File: src/rtl/difftest_step_pkg.sv
// Shared types and elaboration helpers for the difftest step batcher.
// Exposes the FSM state enum, the adder sum width and the in_stall threshold.
package difftest_step_pkg;

  typedef enum logic [1:0] {
    RUN   = 2'd0,
    DRAIN = 2'd1,
    HALT  = 2'd2
  } state_t;

  // Bits needed to hold the sum of all per-core reports.
  function automatic int sum_w(input int step_w, input int cores);
    return step_w + $clog2(cores);
  endfunction

  // Highest accumulator value that can still absorb one full-scale cycle
  // from every core; at or above it the cores are told to hold.
  function automatic longint stall_th(input int acc_w,
                                      input int step_w,
                                      input int cores);
    longint full;
    longint step_max;
    full     = (longint'(1) << acc_w) - 1;
    step_max = (longint'(1) << step_w) - 1;
    return full - longint'(cores) * step_max;
  endfunction

endpackage

File: src/rtl/difftest_step_adder.sv
// Combinational masked sum of NUM_CORES step reports, zero-extended to ACC_W.
// Ports: valid (per-core mask), step (packed reports), sum (ACC_W result).
module difftest_step_adder
  import difftest_step_pkg::*;
#(
  parameter int NUM_CORES = 2,
  parameter int STEP_W    = 8,
  parameter int ACC_W     = 16
) (
  input  logic [NUM_CORES-1:0]        valid,
  input  logic [NUM_CORES*STEP_W-1:0] step,
  output logic [ACC_W-1:0]            sum
);

  localparam int SW = sum_w(STEP_W, NUM_CORES);

  logic [SW-1:0] part;

  always_comb begin
    part = '0;
    for (int i = 0; i < NUM_CORES; i++) begin
      if (valid[i]) begin
        part = part + SW'(step[i*STEP_W +: STEP_W]);
      end
    end
  end

  assign sum = ACC_W'(part);

endmodule

File: src/rtl/difftest_step_batcher.sv
// Batches per-core commit-step reports into one valid/ready stream for the
// host step consumer, draining and halting once the host posts a nonzero
// sim_result. Ports: clock, reset (sync, active-low), in_valid/in_step
// from cores, in_stall back-pressure, out_valid/out_ready/out_step to host,
// sim_result from host, halted status. Define DIFFTEST_STEP_BATCH_PERF_EN to
// add the perf_flushes / perf_stalls counters and ports.
module difftest_step_batcher
  import difftest_step_pkg::*;
#(
  parameter int NUM_CORES    = 2,
  parameter int STEP_W       = 8,
  parameter int ACC_W        = 16,
  parameter int FLUSH_THRESH = 64,
  parameter int TIMEOUT      = 255
) (
  input  logic                        clock,
  input  logic                        reset,
  input  logic [NUM_CORES-1:0]        in_valid,
  input  logic [NUM_CORES*STEP_W-1:0] in_step,
  output logic                        in_stall,
  output logic                        out_valid,
  input  logic                        out_ready,
  output logic [ACC_W-1:0]            out_step,
  input  logic [7:0]                  sim_result,
  output logic                        halted
`ifdef DIFFTEST_STEP_BATCH_PERF_EN
  ,
  output logic [31:0]                 perf_flushes,
  output logic [31:0]                 perf_stalls
`endif
);

  localparam int TW = (TIMEOUT < 2) ? 1 : $clog2(TIMEOUT + 1);
  localparam logic [TW-1:0] TMAX = TW'(TIMEOUT);
  localparam logic [ACC_W-1:0] STALL_TH =
    ACC_W'(stall_th(ACC_W, STEP_W, NUM_CORES));
  localparam logic [ACC_W-1:0] THRESH = ACC_W'(FLUSH_THRESH);

  state_t           state;
  logic [ACC_W-1:0] acc;
  logic [TW-1:0]    timer;

  logic [ACC_W-1:0] inc;
  logic [ACC_W-1:0] inc_eff;
  logic [ACC_W-1:0] total;
  logic [ACC_W-1:0] acc_n;
  logic [TW-1:0]    timer_n;
  logic             accept;
  logic             hs;
  logic             can_flush;
  logic             nz;
  logic             thr_hit;
  logic             tmo_hit;
  logic             res_hit;
  logic             flush;

  difftest_step_adder #(
    .NUM_CORES (NUM_CORES),
    .STEP_W    (STEP_W),
    .ACC_W     (ACC_W)
  ) u_adder (
    .valid (in_valid),
    .step  (in_step),
    .sum   (inc)
  );

  // Reports count only in RUN; the cycle sim_result first hits is still RUN.
  assign accept    = (state == RUN) && !in_stall;
  assign inc_eff   = accept ? inc : '0;
  assign total     = acc + inc_eff;
  assign nz        = (total != '0);
  assign hs        = out_valid && out_ready;
  assign can_flush = !out_valid || out_ready;
  assign thr_hit   = (total >= THRESH);
  assign tmo_hit   = (TIMEOUT != 0) && (timer == TMAX) && nz;
  assign res_hit   = (sim_result != 8'd0) && nz;

  always_comb begin
    flush = 1'b0;
    unique case (1'b1)
      (state == RUN):   flush = can_flush && (thr_hit || tmo_hit || res_hit);
      (state == DRAIN): flush = can_flush && nz;
      default:          flush = 1'b0;
    endcase
  end

  assign acc_n = flush ? '0 : total;

  always_comb begin
    timer_n = '0;
    if (!flush && nz) begin
      timer_n = (timer == TMAX) ? timer : timer + 1'b1;
    end
  end

  always_ff @(posedge clock) begin
    if (!reset) begin
      state     <= RUN;
      acc       <= '0;
      timer     <= '0;
      out_valid <= 1'b0;
      out_step  <= '0;
      in_stall  <= 1'b0;
      halted    <= 1'b0;
    end else begin
      unique case (state)
        RUN, DRAIN: begin
          acc       <= acc_n;
          timer     <= timer_n;
          out_valid <= flush || (out_valid && !hs);
          in_stall  <= (acc_n >= STALL_TH);
          if (flush) begin
            out_step <= total;
          end
          if (state == RUN && sim_result != 8'd0) begin
            state <= DRAIN;
          end
          if (state == DRAIN && !out_valid && acc == '0) begin
            state     <= HALT;
            halted    <= 1'b1;
            out_valid <= 1'b0;
            in_stall  <= 1'b0;
          end
        end
        default: begin
          out_valid <= 1'b0;
          in_stall  <= 1'b0;
          halted    <= 1'b1;
        end
      endcase
    end
  end

`ifdef DIFFTEST_STEP_BATCH_PERF_EN
  always_ff @(posedge clock) begin
    if (!reset) begin
      perf_flushes <= '0;
      perf_stalls  <= '0;
    end else begin
      if (hs) begin
        perf_flushes <= perf_flushes + 32'd1;
      end
      if (in_stall) begin
        perf_stalls <= perf_stalls + 32'd1;
      end
    end
  end
`endif

endmodule

File: config.mk
export PLATFORM = sky130hd
export DESIGN_NAME = difftest_step_batcher
export DESIGN_NICKNAME = d
export VERILOG_FILES = /design/src/rtl/difftest_step_pkg.sv /design/src/rtl/difftest_step_adder.sv /design/src/rtl/difftest_step_batcher.sv
export SDC_FILE = /design/constraint.sdc
export NUM_CORES = 1
export LEC_CHECK = 0
export ABC_AREA = 1
export CORE_MARGIN = 8
export CORE_UTILIZATION = 55
export DETAILED_ROUTE_END_ITERATION = 12
export PLACE_DENSITY = 0.79
export SYNTH_ARGS = -nofsm -noshare
export SYNTH_HDL_FRONTEND = slang
export SYNTH_SLANG_ARGS = --single-unit
File: constraint.sdc
create_clock -name clock -period 6.08 [get_ports clock]
set_input_delay 1.216 -clock clock [delete_from_list [all_inputs] [get_ports clock]]
set_output_delay 1.216 -clock clock [all_outputs]
set_load 0.02 [all_outputs]
==> flow_summary.ini <==
[finish]
fillCellCount = 469
finalInstanceArea_um2 = 3772
area_growth_pct = 20.07
drive_above_1_share_pct = 7.129
antennaDiodeCount = 0
nets = 567

[setup_path]
critPathArrivalTime_ps = 5730
path_buf_inv = 7
r2r_cells = 21
crit_path_start_kind = input pin
cp-end-kind = register
critical_path_required_ps = 6290
worstPathMaxFanout = 17
r2r_slack_ps = 1660
reg2reg_from = state[1]$_SDFFE_PN0P_
slowest_stage = clkdlybuf4s50_1
path_delay_family = simple AND/OR/NAND/NOR gates
slowest_delay_ps = 420
reg2reg_to = timer[7]$_SDFFE_PN0P_
critPathKind = input pin to register
cpMostUsedCell = nand2_1

[placed_design]
post_dp_cell_area_um2 = 3661
dp_slack_ps = 248.4
hpwl_mm = 6.713
place_congestion = 0.9412
numPortBuffers = 47

[floorplanning]
die_w_um = 91.58
start_util_pct = 57.06
io_pins = 48
die_h_um = 91.58
core_um2 = 5507
die_area_um2 = 8387
rows = 27

[power_and_ir_drop]
p_leak_nw = 1.816
power.density_nw_per_um2 = 397.1
ir_drop_uv = 275.4

[synthesis]
synthAdderAreaFrac_pct = 8.045
synth.mux.area_fraction_pct = 0
synthXorXnorAreaFrac_pct = 3.903
async_reset_ff_share_pct = 0
ys_seq_elements = 45
syn_inst = 475
synth_top_family_by_area = simple AND/OR/NAND/NOR gates
synth_edf_count = 0
synth.distinct_cells = 34
synth.most_common_cell = nand2_1
synth-simple-area-share_pct = 34.21
synth-seq-area-share_pct = 28.67
synth_compound_area_share_pct = 15.25
synth.top_cell.area_share_pct = 28.67
synth_nets = 523
yosys-top-cells-area = dfxtp_1 (29%), nand2_1 (14%), inv_1 (7.4%)
post-synth-top-area-cell = dfxtp_1
synth_area_per_cell_um2 = 6.614
synth_commonest_cells = nand2_1 (113), inv_1 (62), dfxtp_1 (45)
synth_area_um2 = 3142
yosys_warnings = 0
ys.flop_type = dfxtp_1

[cts]
clk_path_buf_depth = 2
cts_tree = yes
clkSlewWorstSetupHoldPaths_ps = 80
cts_sinks = 45
clkLatencyLatePin_ps = 290
cts-root-buf = clkbuf_8
cts_buffers = 5
htree_levels = 2
post_cts_buffers = 0

[run]
maxCapViolCount = 0

[timing]
min_period_ps = 5517
setup_viol = 0
max_slew_margin_pct = 38.63
post-route-period-util_pct = 90.75
finalWorstSetupSlack_ps = 562.6
slew_violations = 0
hold_viol = 0
worstMarginPinSlew_ps = 913.6
rsz0062_at_grt = false
finClkSkew_ps = 6.565
fmax_ghz = 0.1812
tns_ps = 0

[run_status]
status = complete, no violations

[global_route]
grt_start_max_net_pins = 32
grt_pass1_wl_mm = 13.86
grt_util_all_layers_pct = 19.58
grt_pass1_vias = 3049
grt_remaining_overflow = 0
antenna_found_initial = 0

[detailed_routing]
vias = 3230
drt_iter0_drc = 208
firstDrtPassIters = 5
drcViolationCount = 0
drt-total-wl_mm = 8.259
via_per_inst = 5.465
routedWlPerCell_um = 13.97
postRouteAntennaNets = 0

[worst_hold_path]
min_to = timer[2]$_SDFFE_PN0P_
min_path_type = register to register
min_from = timer[2]$_SDFFE_PN0P_
hold_depth = 2
-- layer usage --
metal	share of wire, %	global-route usage [%]
met1	43	23.65
met3	5.7	4.115
met5	0	0
met4	1.3	6.548
met2	50	33.49
-- worst reg2reg max path, stage by stage, from the launching register on --
cell	delay (ps)
dfxtp_1	530
nor3_1	840
o21ai_0	210
a21oi_1	180
ha_1	270
fa_1	320
nand3_1	130
nand3_1	160
nand2_1	110
nand3_1	90
nand2_1	50
nand2_1	180
nand3_1	120
nor2_1	190
nand3_2	140
nand2_2	90
nand2_2	70
nand2_4	170
nand3_2	110
nand2_2	150
nand2_1	80
a21oi_1	140
-- layout by cell type (no fill, tap or decap), drive strengths merged --
cell / n
nand3: 33
nand2: 122
fa: 2
o21ai: 25
a31oi: 1
or2: 2
nand4: 14
bufinv: 1
inv: 64
buf: 3
a211oi: 13
clkbuf: 5
xor2: 9
a21o: 1
o21bai: 1
or3b: 1
dfxtp: 45
nor4: 6
a21oi: 40
nand3b: 4
clkdlybuf4s50: 47
xnor2: 5
clkinv: 3
ha: 17
nor3: 9
nor2: 46
-- cells by family (layout without fill, tap and decap cells) --
logic type,count (synthesis),after routing
XOR/XNOR,14,14
AO/OA/AOI/OAI,81,81
AND/OR/NAND/NOR,237,237
flip-flops,45,45
buffers and inverters,79,123
adder cells (fa/ha/maj),19,19
-- worst max-delay path by stage --
stage / startpoint / to / cells after the start
floorplan: in_valid[0] / out_step[1]$_SDFFE_PN0P_ / 33
global placement: in_valid[0] / out_step[9]$_SDFFE_PN0P_ / 32
detailed placement: in_valid[0] / out_step[1]$_SDFFE_PN0P_ / 32
CTS: in_valid[0] / out_step[5]$_SDFFE_PN0P_ / 32
global route: in_valid[0] / timer[4]$_SDFFE_PN0P_ / 33
finish: in_valid[0] / timer[7]$_SDFFE_PN0P_ / 33
-- per-stage QoR --
step	hold slack, ps	total power [W]	util [%]	cells
final	474.3	0.001498	68.51	591
after detailed placement	459.9	0.001273	66.48	584
after global routing	495.5	0.001609	68.51	591
after global placement	451.7	0.001256	66.48	584
after floorplan	439.7	0.001026	-	475
after CTS	473.6	0.001495	68.37	591
-- timing repair --
item / in CTS / in global routing
hold buffers: 0 / 0
resized for setup: 0 / 3
endpoints found under the setup margin: 0 / 7
-- state kept, by name, summed over array words and instances (netlist names) --
signal and flops:
out_valid 1, out_step 16, state 2, timer 8, acc 16, halted 1, in_stall 1
-- final cells by class --
cell class | count | area [µm²] | area share [%]
Clock buffer | 5 | 68.82 | 1.824
Timing Repair Buffer | 50 | 493.0 | 13.07
Tap cell | 72 | 90.09 | 2.388
Clock inverter | 2 | 35.03 | 0.9287
Multi-Input combinational cell | 351 | 1934 | 51.28
Inverter | 66 | 250.2 | 6.633
Sequential cell | 45 | 900.9 | 23.88
-- power by group --
| group | internal, W | switching, W | leakage [nW] |
|---|---|---|---|
| combinational | 0.000305 | 0.000534 | 1.39 |
| clock | 0.000119 | 0.0000978 | 0.0540 |
| sequential | 0.000373 | 0.0000691 | 0.367 |
| total | 0.000797 | 0.000701 | 1.82 |
No activity file was read; power rests on OpenSTA's default activity.
